<file path="src/rtl/pipe_skid_stage_pkg.sv">
// Shared definitions for the skid-buffered pipeline stage.
// Covers bubble values, hold-bus encodings and the occupancy state encoding.
package pipe_skid_stage_pkg;

  localparam logic [31:0] INST_NOP = 32'h0000_0013;  // addi x0, x0, 0
  localparam logic [7:0]  INT_NONE = 8'h00;

  localparam int HOLD_FLAG_BUS = 3;
  localparam logic [HOLD_FLAG_BUS-1:0] HOLD_NONE = 3'b000;
  localparam logic [HOLD_FLAG_BUS-1:0] HOLD_PC   = 3'b001;
  localparam logic [HOLD_FLAG_BUS-1:0] HOLD_IF   = 3'b010;
  localparam logic [HOLD_FLAG_BUS-1:0] HOLD_ID   = 3'b011;

  // The encoding doubles as the occupancy count.
  typedef enum logic [1:0] {
    ST_EMPTY = 2'd0,
    ST_ONE   = 2'd1,
    ST_FULL  = 2'd2
  } state_e;

endpackage

</file>
<file path="src/rtl/pipe_reg_en.sv">
// Width-parametrised register with enable and a synchronous load-default.
// The asynchronous active-low reset forces the same default value.
module pipe_reg_en #(
  parameter int             W       = 1,
  parameter logic [W-1:0]   RST_VAL = '0
) (
  input  logic         clk,
  input  logic         rst,
  input  logic         en,
  input  logic         clr,
  input  logic [W-1:0] d,
  output logic [W-1:0] q
);

  logic [W-1:0] q_reg;

  // clr wins over en so a flush or drain can never be overridden by a load.
  always_ff @(posedge clk or negedge rst) begin
    if (!rst) begin
      q_reg <= RST_VAL;
    end else if (clr) begin
      q_reg <= RST_VAL;
    end else if (en) begin
      q_reg <= d;
    end
  end

  assign q = q_reg;

endmodule

</file>
<file path="src/rtl/pipe_skid_stage.sv">
// One pipeline stage with valid/ready handshake and a 2-entry skid buffer.
// Slot 0 (main) drives the outputs directly; slot 1 (skid) absorbs one extra entry.
module pipe_skid_stage
  import pipe_skid_stage_pkg::*;
#(
  parameter int                INST_W     = 32,
  parameter int                ADDR_W     = 32,
  parameter int                INT_W      = 8,
  parameter int                HOLD_W     = 3,
  parameter int                HOLD_LEVEL = 1,
  parameter logic [INST_W-1:0] NOP_INST   = INST_W'(INST_NOP)
) (
  input  logic              clk,
  input  logic              rst,
  input  logic              in_valid_i,
  output logic              in_ready_o,
  input  logic [INST_W-1:0] inst_i,
  input  logic [ADDR_W-1:0] inst_addr_i,
  input  logic [INT_W-1:0]  int_flag_i,
  input  logic [HOLD_W-1:0] hold_flag_i,
  input  logic              flush_i,
  output logic              out_valid_o,
  input  logic              out_ready_i,
  output logic [INST_W-1:0] inst_o,
  output logic [ADDR_W-1:0] inst_addr_o,
  output logic [INT_W-1:0]  int_flag_o,
  output logic [1:0]        count_o
);

  localparam int BUN_W = INST_W + ADDR_W + INT_W;
  localparam logic [BUN_W-1:0] BUBBLE = {NOP_INST, {ADDR_W{1'b0}}, INT_W'(INT_NONE)};

  state_e             state_reg;
  logic               out_valid_reg;
  logic               hold;
  logic               push;
  logic               pop;
  logic [BUN_W-1:0]   in_bundle;
  logic [BUN_W-1:0]   slot_d [2];
  logic [BUN_W-1:0]   slot_q [2];
  logic [1:0]         slot_en;
  logic [1:0]         slot_clr;

  assign hold       = (hold_flag_i >= HOLD_W'(HOLD_LEVEL));
  assign in_ready_o = (state_reg != ST_FULL) && !hold && !flush_i;
  assign push       = in_valid_i && in_ready_o;
  assign pop        = out_valid_reg && out_ready_i && !hold;
  assign in_bundle  = {inst_i, inst_addr_i, int_flag_i};

  // Main is cleared when it drains so an empty stage shows the bubble.
  always_comb begin
    slot_d[0]   = (state_reg == ST_FULL) ? slot_q[1] : in_bundle;
    slot_en[0]  = ((state_reg == ST_EMPTY) && push) ||
                  ((state_reg == ST_ONE) && push && pop) ||
                  ((state_reg == ST_FULL) && pop);
    slot_clr[0] = flush_i || ((state_reg == ST_ONE) && pop && !push);
    slot_d[1]   = in_bundle;
    slot_en[1]  = (state_reg == ST_ONE) && push && !pop;
    slot_clr[1] = flush_i || ((state_reg == ST_FULL) && pop);
  end

  generate
    for (genvar gi = 0; gi < 2; gi++) begin : g_slot
      pipe_reg_en #(
        .W       (BUN_W),
        .RST_VAL (BUBBLE)
      ) u_slot (
        .clk (clk),
        .rst (rst),
        .en  (slot_en[gi]),
        .clr (slot_clr[gi]),
        .d   (slot_d[gi]),
        .q   (slot_q[gi])
      );
    end
  endgenerate

  always_ff @(posedge clk or negedge rst) begin
    if (!rst) begin
      state_reg     <= ST_EMPTY;
      out_valid_reg <= 1'b0;
    end else if (flush_i) begin
      state_reg     <= ST_EMPTY;
      out_valid_reg <= 1'b0;
    end else begin
      case (state_reg)
        ST_EMPTY: if (push) begin
          state_reg     <= ST_ONE;
          out_valid_reg <= 1'b1;
        end
        ST_ONE: if (push && !pop) begin
          state_reg     <= ST_FULL;
          out_valid_reg <= 1'b1;
        end else if (pop && !push) begin
          state_reg     <= ST_EMPTY;
          out_valid_reg <= 1'b0;
        end
        ST_FULL: if (pop) begin
          state_reg     <= ST_ONE;
          out_valid_reg <= 1'b1;
        end
        default: begin
          state_reg     <= ST_EMPTY;
          out_valid_reg <= 1'b0;
        end
      endcase
    end
  end

  assign out_valid_o = out_valid_reg;
  assign count_o     = state_reg;
  assign {inst_o, inst_addr_o, int_flag_o} = slot_q[0];

endmodule

</file>
<file path="config.mk">
export PLATFORM = sky130hd
export DESIGN_NAME = pipe_skid_stage
export DESIGN_NICKNAME = d
export VERILOG_FILES = /design/src/rtl/pipe_skid_stage_pkg.sv /design/src/rtl/pipe_reg_en.sv /design/src/rtl/pipe_skid_stage.sv
export SDC_FILE = /design/constraint.sdc
export NUM_CORES = 1
export LEC_CHECK = 0
export ABC_CLOCK_PERIOD_IN_PS = 2200
export BUFFER_PORTS_ARGS = -buffer_cell sky130_fd_sc_hd__buf_2
export CORE_MARGIN = 2
export CORE_UTILIZATION = 52
export DETAILED_ROUTE_END_ITERATION = 12
export GPL_ROUTABILITY_DRIVEN = 0
export PLACE_DENSITY = 0.77
export SLEW_MARGIN = 30
export SYNTH_ARGS = -nofsm -noshare
export SYNTH_HDL_FRONTEND = slang
export SYNTH_HIERARCHICAL = 1
export SYNTH_SLANG_ARGS = --single-unit
</file>
<file path="constraint.sdc">
create_clock -name clk -period 2.2 [get_ports clk]
set_input_delay 0.22 -clock clk [delete_from_list [all_inputs] [get_ports clk]]
set_output_delay 0.22 -clock clk [all_outputs]
set_load 0.005 [all_outputs]
</file>
# Word level (Yosys, flattened, before mapping)
# Cells that the tools add are included.
[totals]
out_inout_bits = 76
regBits = 147
word_cells = 54
[classes]
mux = 17
magnitude_cmp = 1
eq_ne = 6
reduce_logical = 26
[ops]
columns = ["operator", "count"]
rows = [
  ["72-bit two-way mux", 5],
  ["1-bit logical AND", 14],
  ["2-bit two-way mux", 5],
  ["3-bit inequality test (second input constant)", 2],
  ["2-bit one-hot mux with 3 select lines", 1],
  ["1-bit two-way mux", 5],
  ["1-bit zero test", 4],
  ["1-bit logical OR", 4],
  ["4-bit by 2-bit inequality test with 1-bit output (second input constant)", 1],
  ["2-bit nonzero test", 2],
  ["3-bit by 1-bit >= comparator with 1-bit output (second input constant)", 1],
  ["1-bit one-hot mux with 3 select lines", 1],
  ["3-bit AND reduction", 1],
  ["2-bit by 1-bit equality test with 1-bit output (second input constant)", 1],
  ["2-bit equality test (second input constant)", 1],
  ["2-bit zero test", 1],
  ["2-bit inequality test (second input constant)", 1],
]

# Logic depth before layout (Yosys ltp)
# Gate-level depths: netlist (run 1).
[logic_depth]
word_depth = 11
ltp_mapped = 10
mapped_depth_nobuf = 5

# Modules after synthesis
# Netlist (run 1), hierarchy kept.
[by_module_without_submodules]
columns = ["mod", "n_inst", "seq_area_each_um2", "area_each_um2", "cells_each"]
rows = [
  ["pipe_reg_en", 2, 1805.5, 2951.6, 232],
  ["pipe_skid_stage", 1, 75.1, 1169.9, 115],
]

# Worst setup path before layout (run 1)
# No wires, ideal clock.
[synth_timing]
path_type = "reg-to-reg"
startpoint = "register state_reg[0], in the netlist count_o[0]"
endpoint = "register g_slot[0].u_slot.q_reg[10]"
path_stages_with_launch = 11
setup_slack_ps = 300
t_required_ps = 2068
period_less_slack_ps = 1900
arrival_time_ps = 1768
path_cell_list = "dfrtp_1 > buf_4 > nor2b_4 > buf_6 > buf_6 > nand2_1 > a21oi_1 > buf_6 > buf_8 > mux2i_1 > nor2_1"
[synth_between]
elab_chain_len = 9
elab_cells_between_ends = 21
[synth_lines]
columns = ["item", "line", "text"]
rows = [
  ["start, declared", "pipe_skid_stage.sv:33", "state_e state_reg;"],
  ["start signal, assigned", "pipe_skid_stage.sv:80", "state_reg <= ST_EMPTY;"],
  ["start signal, assigned", "pipe_skid_stage.sv:83", "state_reg <= ST_EMPTY;"],
  ["start signal, assigned", "pipe_skid_stage.sv:88", "state_reg <= ST_ONE;"],
  ["2-bit inequality test", "pipe_skid_stage.sv:45", "assign in_ready_o = (state_reg != ST_FULL) && !hold && !flush_i;"],
  ["1-bit logical AND (2 in a row)", "pipe_skid_stage.sv:45", ""],
  ["1-bit logical AND", "pipe_skid_stage.sv:46", "assign push = in_valid_i && in_ready_o;"],
  ["1-bit logical AND (2 in a row)", "pipe_skid_stage.sv:54", "((state_reg == ST_ONE) && push && pop) ||"],
  ["1-bit logical OR", "pipe_skid_stage.sv:53", "slot_en[0] = ((state_reg == ST_EMPTY) && push) ||"],
  ["1-bit logical OR *", "pipe_skid_stage.sv:54", ""],
  ["net slot_en[0]", "pipe_skid_stage.sv:41", "logic [1:0] slot_en;"],
  ["2-bit nonzero test (no line) *", "n/a", ""],
  ["end signal, assigned", "pipe_reg_en.sv:20", "q_reg <= RST_VAL;"],
  ["end signal, assigned", "pipe_reg_en.sv:22", "q_reg <= RST_VAL;"],
  ["end signal, assigned", "pipe_reg_en.sv:24", "q_reg <= d;"],
  ["end, declared", "pipe_reg_en.sv:15", "logic [W-1:0] q_reg;"],
]
# Mark *: on every way through the listed nets, which the timed path passes. The rest lies on a longest branch. The select of a mux whose other input is x is not followed.
# A chain may end at the register's enable or synchronous reset.

# Worst setup path after layout (run 1)
[layout_timing]
startpoint = "register state_reg[0], in the netlist count_o[0]"
endpoint = "output in_ready_o"
[layout_between]
elab_chain_len = 3
[layout_lines]
columns = ["item", "line", "text"]
rows = [
  ["2-bit inequality test", "pipe_skid_stage.sv:45", ""],
  ["1-bit logical AND (2 in a row)", "pipe_skid_stage.sv:45", ""],
  ["end, declared", "pipe_skid_stage.sv:16", "output logic in_ready_o,"],
]
# No other way between the ends.

==> results of run 1 <==
==> layout make-up <==
type	instances	area [um^2]	area share [%]
flip-flops and latches	147	3690	42.7
multi-input cells	388	3030	35.1
repair buffers	173	1040	12.1
clock buffers	21	460	5.34
well taps	176	220	2.55
clock inverters	10	180	2.09
inverters	2	7.51	0.0870
diodes	1	2.50	0.0290
==> kinds of logic (layout without fill, tap and decap cells) <==
group	Yosys count	after routing	share of synthesized area, %
mux	210	210	31.0
simple gates	160	160	9.34
flops	147	147	52.1
buf+inv	44	206	5.50
compound gates	18	18	2.05
other cells	0	1	0
==> critical path, delay by kind of cell (launching register included) <==
| kind | cells | cell delay [ns] |
|---|---|---|
| buf+inv | 2 | 0.50 |
| flops | 1 | 0.51 |
| simple gates | 2 | 0.31 |
==> repair_timing <==
action	in CTS	in global routing
hold endpoints to repair	49	0
hold buffers	1	0
resized for setup	0	0
==> layer usage <==
metal  wire [um]  vias up  global-route usage, %
met2        7610      122                   36.2
met5           0        -                      0
met3         682       21                   5.14
met1        6790     2420                   29.0
li1            -     2285                      -
met4         310        0                   9.45
==> how the worst max path moves through the flow <==
stage	from	to	slack, ns	depth (start not counted)
2_1_floorplan	count_o[0]	g_slot[0].u_slot/q[10]	0.30	10
3_3_place_gp	hold_flag_i[0]	g_slot[1].u_slot/q[41]	0.24	6
3_5_place_dp	hold_flag_i[0]	g_slot[1].u_slot/q[39]	0.23	7
4_1_cts	count_o[0]	in_ready_o	0.23	4
5_1_grt	out_valid_o	g_slot[0].u_slot/q[17]	0.11	7
6_report	count_o[0]	in_ready_o	0.22	4
==> report_power, final <==
part	total (mW)	leakage, nW	internal [mW]	switching [mW]
Sequential	2.74	2.03	2.73	0.0134
Clock	3.13	0.309	2.06	1.07
Combinational	0.386	1.59	0.170	0.215
==> metrics by stage <==
stage	hold slack [ns]	utilization (%)	instance area (um^2)	setup WS (ns)
finish	0.0410	65.1	8630	0.223
global route	0.0354	65.1	8630	0.110
CTS	0.0202	65.1	8620	0.230
detailed placement	0.221	60.2	7970	0.232
global placement	0.218	60.2	7970	0.236
floorplan	-0.0756	-	7070	0.300
==> cells in the final DEF, fill, tap and decap left out, types with 3 or more instances in the layout <==
master and instances:
and2b_1 4, buf_12 10, clkinv_2 3, mux2_2 72
nor2_1 138, bufinv_16 5, a211o_1 7, buf_2 154
nor2b_1 3, dfrtp_1 141, clkbuf_16 17, buf_4 7
dfstp_2 6, mux2i_1 138
==> reports/results.tsv, run 1 <==
metric	value	unit
outcome	finished clean	
postRouteAntennaNets	0	
fill_cells	1038	
hold_path_depth	2	
min_from	inst_i[1]	
hold_class	in2reg	
cts.clk_slew.worst_paths	0.06	ns
syn_nets	659	
fin_cells	918	
die_x	121	um
routed_via_density	5.28	
fin_crit	1.98	ns
vias	4848	
post_cts_buffers	0	
fp-row-count	42	
end_kind	output pin	
fmax	0.506	GHz
path_class	reg2out	
placed_cells	885	
io_pins	156	
clock-root-buffer	clkbuf_16	
hold_viol	0	
synth.cell_area	7070	um^2
cts_buffer_depth	2	
ys_types	35	
cpMaxStageDelayCell	dfrtp_1	
grt_max_degree	73	
hold_end	g_slot[1].u_slot/q[41]	
die_y	121	um
antenna_found_initial	1	
drive_above_1_share	38.7	%
synth_enable_flop_cells	0	
synth_top_area_share	49.9	%
arrival	1.76	ns
power	6.26	mW
areaGrowthSynthToFinish	22.0	%
design.die.area	14600	um^2
ff2ff_path_depth	7	
vdd_drop_max	0.427	mV
slowest_delay	0.51	ns
path_max_fanout	28	
start_util	53.4	%
grt_first_pass_wirelength	25200	um
setup_tns	0	ns
core	13200	um^2
drt_iter0_drc	253	
p_leak	3.93	nW
synth_top_area_cell	dfrtp_1	
finalCritPeriodShare	89.9	%
rsz0062_at_grt	no	
power_density	725	nW/um^2
syn_inst	579	
nNetsFinal	809	
cts_buffers	17	
h-tree-depth	4	
firstDrtPassIters	4	
synth_area_leaders	dfrtp_1 50%, mux2i_1 20%, mux2_2 11%	
grt_overflow	0	
grt.total_usage	22.3	%
cp_data_required_time	1.98	ns
async_flop_share	100	%
ys_seq_area_share	52.1	%
fin_skew	0.00557	ns
port_buffers	155	
worst_r2r_endpoint	g_slot[0].u_slot/q[17]	
ys_ff_latch	147	
routed_wirelength	15400	um
drc	0	
cts_tree	built	
startpoint_type	flop	
post_drt_wl_per_cell	16.8	um
setup_viol	0	
first_global_vias	5000	
dp_hpwl	10200	um
yosys_warnings	6	
report.final.slew_viol_count	0	
ys.flop_type	dfrtp_1	
tightestPinTransition	0.542	ns
yosys-top-cells-count	141 x dfrtp_1, 138 x mux2i_1, 138 x nor2_1	
clock-sinks	147	
syn_area_per_cell	12.2	um^2
max_slew_margin	63.8	%
drv_cap	0	
largest_reg_flops	144	
yosysMostFrequentCell	dfrtp_1	
r2r_start	out_valid_o	
r2r_slack	0.24	ns
worstPathCellList	nor2b_4 > buf_4 > nor3_1 > buf_2	
worstSkewPairLatency	0.42	ns
(Power assumes the default switching activity.)
==> run 2, diff against run 1 <==
--- a/config.mk
+++ b/config.mk
@@ -5,6 +5,7 @@
 export SDC_FILE = /design/constraint.sdc
 export NUM_CORES = 1
 export LEC_CHECK = 0
+export ABC_AREA = 1
 export ABC_CLOCK_PERIOD_IN_PS = 2200
 export BUFFER_PORTS_ARGS = -buffer_cell sky130_fd_sc_hd__buf_2
 export CORE_MARGIN = 2
==> run 2 against run 1 <==
Compared with the run above: clock skew hardly changed; global-route usage grew 3.5 points; combinational power is 48% higher; largest cell class unchanged; area after synthesis down 1.7%; wire length is 16% higher; core utilization decreased by 0.37 points; count of clock-buffer cells in the layout up 1; register-to-register slack lost 0.03 ns; critical path depth increased by 7; design area decreased by 1.4%.
==> reports/results.tsv, run 2 <==
metric	value	unit
outcome	finished clean	
fp-row-count	42	
synth_enable_flop_cells	0	
grt.total_usage	25.9	%
fmax	0.503	GHz
syn_nets	982	
vdd_drop_max	0.426	mV
syn_inst	902	
grt_max_degree	54	
nNetsFinal	1119	
die_y	120	um
path_max_fanout	46	
whs	0.0172	ns
areaGrowthSynthToFinish	22.4	%
die_x	120	um
layout_common_cells	516 x nand2_1, 154 x buf_2, 141 x dfrtp_1	
fin_crit	1.99	ns
startpoint_type	flop	
ys_ff_latch	147	
async_flop_share	100	%
drt_iter0_drc	652	
routed_wirelength	17800	um
final_util	64.8	%
postRouteAntennaNets	0	
hold_class	in2reg	
cts_tree	built	
end_kind	flop	
firstDrtPassIters	5	
clock-root-buffer	clkbuf_16	
ys.flop_type	dfrtp_1	
port_buffers	155	
design.die.area	14300	um^2
clock-sinks	147	
cts_buffers	17	
largest_reg_flops	144	
ys_types	22	
ys_seq_area_share	53.0	%
rsz0062_at_grt	no	
post_drt_wl_per_cell	14.5	um
worstSkewPairLatency	0.42	ns
finalCritPeriodShare	90.5	%
antenna_found_initial	1	
cts_buffer_depth	2	
h-tree-depth	4	
setup_tns	0	ns
final_common_cell	nand2_1	
yosysMostFrequentCell	nand2_1	
grt_overflow	0	
start_util	52.9	%
report.final.slew_viol_count	0	
vias	6405	
arrival	2.29	ns
routed_via_density	5.21	
yosys_warnings	6	
grt_first_pass_wirelength	29400	um
cts_resized	0	
cpMaxStageDelayCell	dfrtp_1	
max_slew_margin	62.0	%
cts.clk_slew.worst_paths	0.06	ns
synth_area_leaders	dfrtp_1 51%, nand2_1 28%, nand3_1 8.9%	
io_pins	156	
drc	0	
first_global_vias	6010	
synth_top_area_share	50.8	%
setup_viol	0	
fin_skew	0.00582	ns
drv_cap	0	
synth.cell_area	6950	um^2
core	13100	um^2
slowest_delay	0.43	ns
p_leak	5.08	nW
drive_above_1_share	23.6	%
worstPathCellList	inv_2 > nand2_2 > nand2_2 > clkinv_1 > nand3_1 > nand2_1 > o21ai_1 > inv_2 > buf_4 > nand3_1 > nand2_1	
hold_viol	0	
path_class	reg2reg	
synth_top_area_cell	dfrtp_1	
cp_data_required_time	2.50	ns
syn_area_per_cell	7.71	um^2
dp_hpwl	11300	um
yosys-top-cells-count	516 x nand2_1, 141 x dfrtp_1, 123 x nand3_1	
tightestPinTransition	0.570	ns
power_density	741	nW/um^2
==> run 2: cell types whose count changed after synthesis, moves of 6 or more <==
| cell | previous run | this run |
|---|---|---|
| nor2_1 | 138 | 6 |
| mux2i_1 | 138 | 0 |
| nand3_1 | 2 | 123 |
| buf_1 | 0 | 10 |
| nand3_2 | 0 | 21 |
| nand2_1 | 2 | 516 |
| clkbuf_1 | 12 | 1 |
| buf_2 | 6 | 42 |
| mux2_2 | 72 | 0 |
| inv_2 | 0 | 6 |
| buf_8 | 14 | 0 |
| a211o_1 | 7 | 0 |
==> run 2: cell type report <==
class / instances / area, um^2
antenna: 1 / 2.50
clock buffer: 22 / 474
clock inverter: 10 / 130
fill: 1176 / 4630
inverter: 11 / 41.3
multi-input combinational: 685 / 2930
sequential: 147 / 3690
tap: 176 / 220
timing repair buffer: 177 / 1020
==> run 2: metrics by stage <==
| step | instances | setup slack, ns | power (mW) | cell area [um^2] |
|---|---|---|---|---|
| after floorplan | 902 | 0.372 | 3.13 | 6950 |
| after global placement | 1195 | 0.300 | 3.41 | 7890 |
| after detailed placement | 1195 | 0.241 | 3.42 | 7890 |
| after CTS | 1228 | 0.235 | 6.35 | 8510 |
| after global routing | 1228 | 0.0105 | 6.57 | 8510 |
| final | 1229 | 0.210 | 6.30 | 8510 |
==> run 2: kinds of logic (layout without fill, tap and decap cells) <==
family,after synthesis,in the layout,share of synthesized area [%]
DFF,147,147,53.0
buffers and inverters,70,220,5.08
and+or+nand+nor,673,673,40.9
other,0,1,0
AOI/OAI and AO/OA,12,12,0.990
==> run 2: power breakdown <==
part	internal, mW	total [mW]	switching, mW
Clock	1.86	2.93	1.07
Sequential	2.76	2.80	0.0383
Combinational	0.196	0.573	0.378
==> run 2: path summary, 6_finish.rpt <==
check                      cells after the start                endpoint  slack (ns)              startpoint
min                                            3  g_slot[1].u_slot/q[44]        0.02               inst_i[4]
min reg2reg                                    2  g_slot[0].u_slot/q[22]        0.46  g_slot[0].u_slot/q[22]
max in group asynchronous                      3  g_slot[1].u_slot/q[41]        1.24                     rst
min in group asynchronous                      2  g_slot[0].u_slot/q[29]        0.30                     rst
max reg2reg                                   11  g_slot[0].u_slot/q[54]        0.21              count_o[0]
max                                           11  g_slot[0].u_slot/q[54]        0.21              count_o[0]
==> run 2: worst max-delay path, delay by kind of cell, from the launching register on <==
kind / cells / cell delay (ns)
simple gates: 6 / 0.58
buf+inv: 4 / 0.53
flops: 1 / 0.43
compound gates: 1 / 0.32
==> run 2: per-layer routing <==
layer / part of all wire [%] / up-vias / GRT usage [%]
met2: 48 / 225 / 40.1
met5: 0 / - / 0
met4: 1.9 / 0 / 10.1
met3: 6.7 / 25 / 5.13
met1: 44 / 3054 / 36.1
li1: - / 3101 / -
==> run 2: timing repair <==
| action | CTS | global route |
|---|---|---|
| setup buffers | 0 | 0 |
| hold buffers | 1 | 0 |
| endpoints found under the hold margin | 42 | 0 |
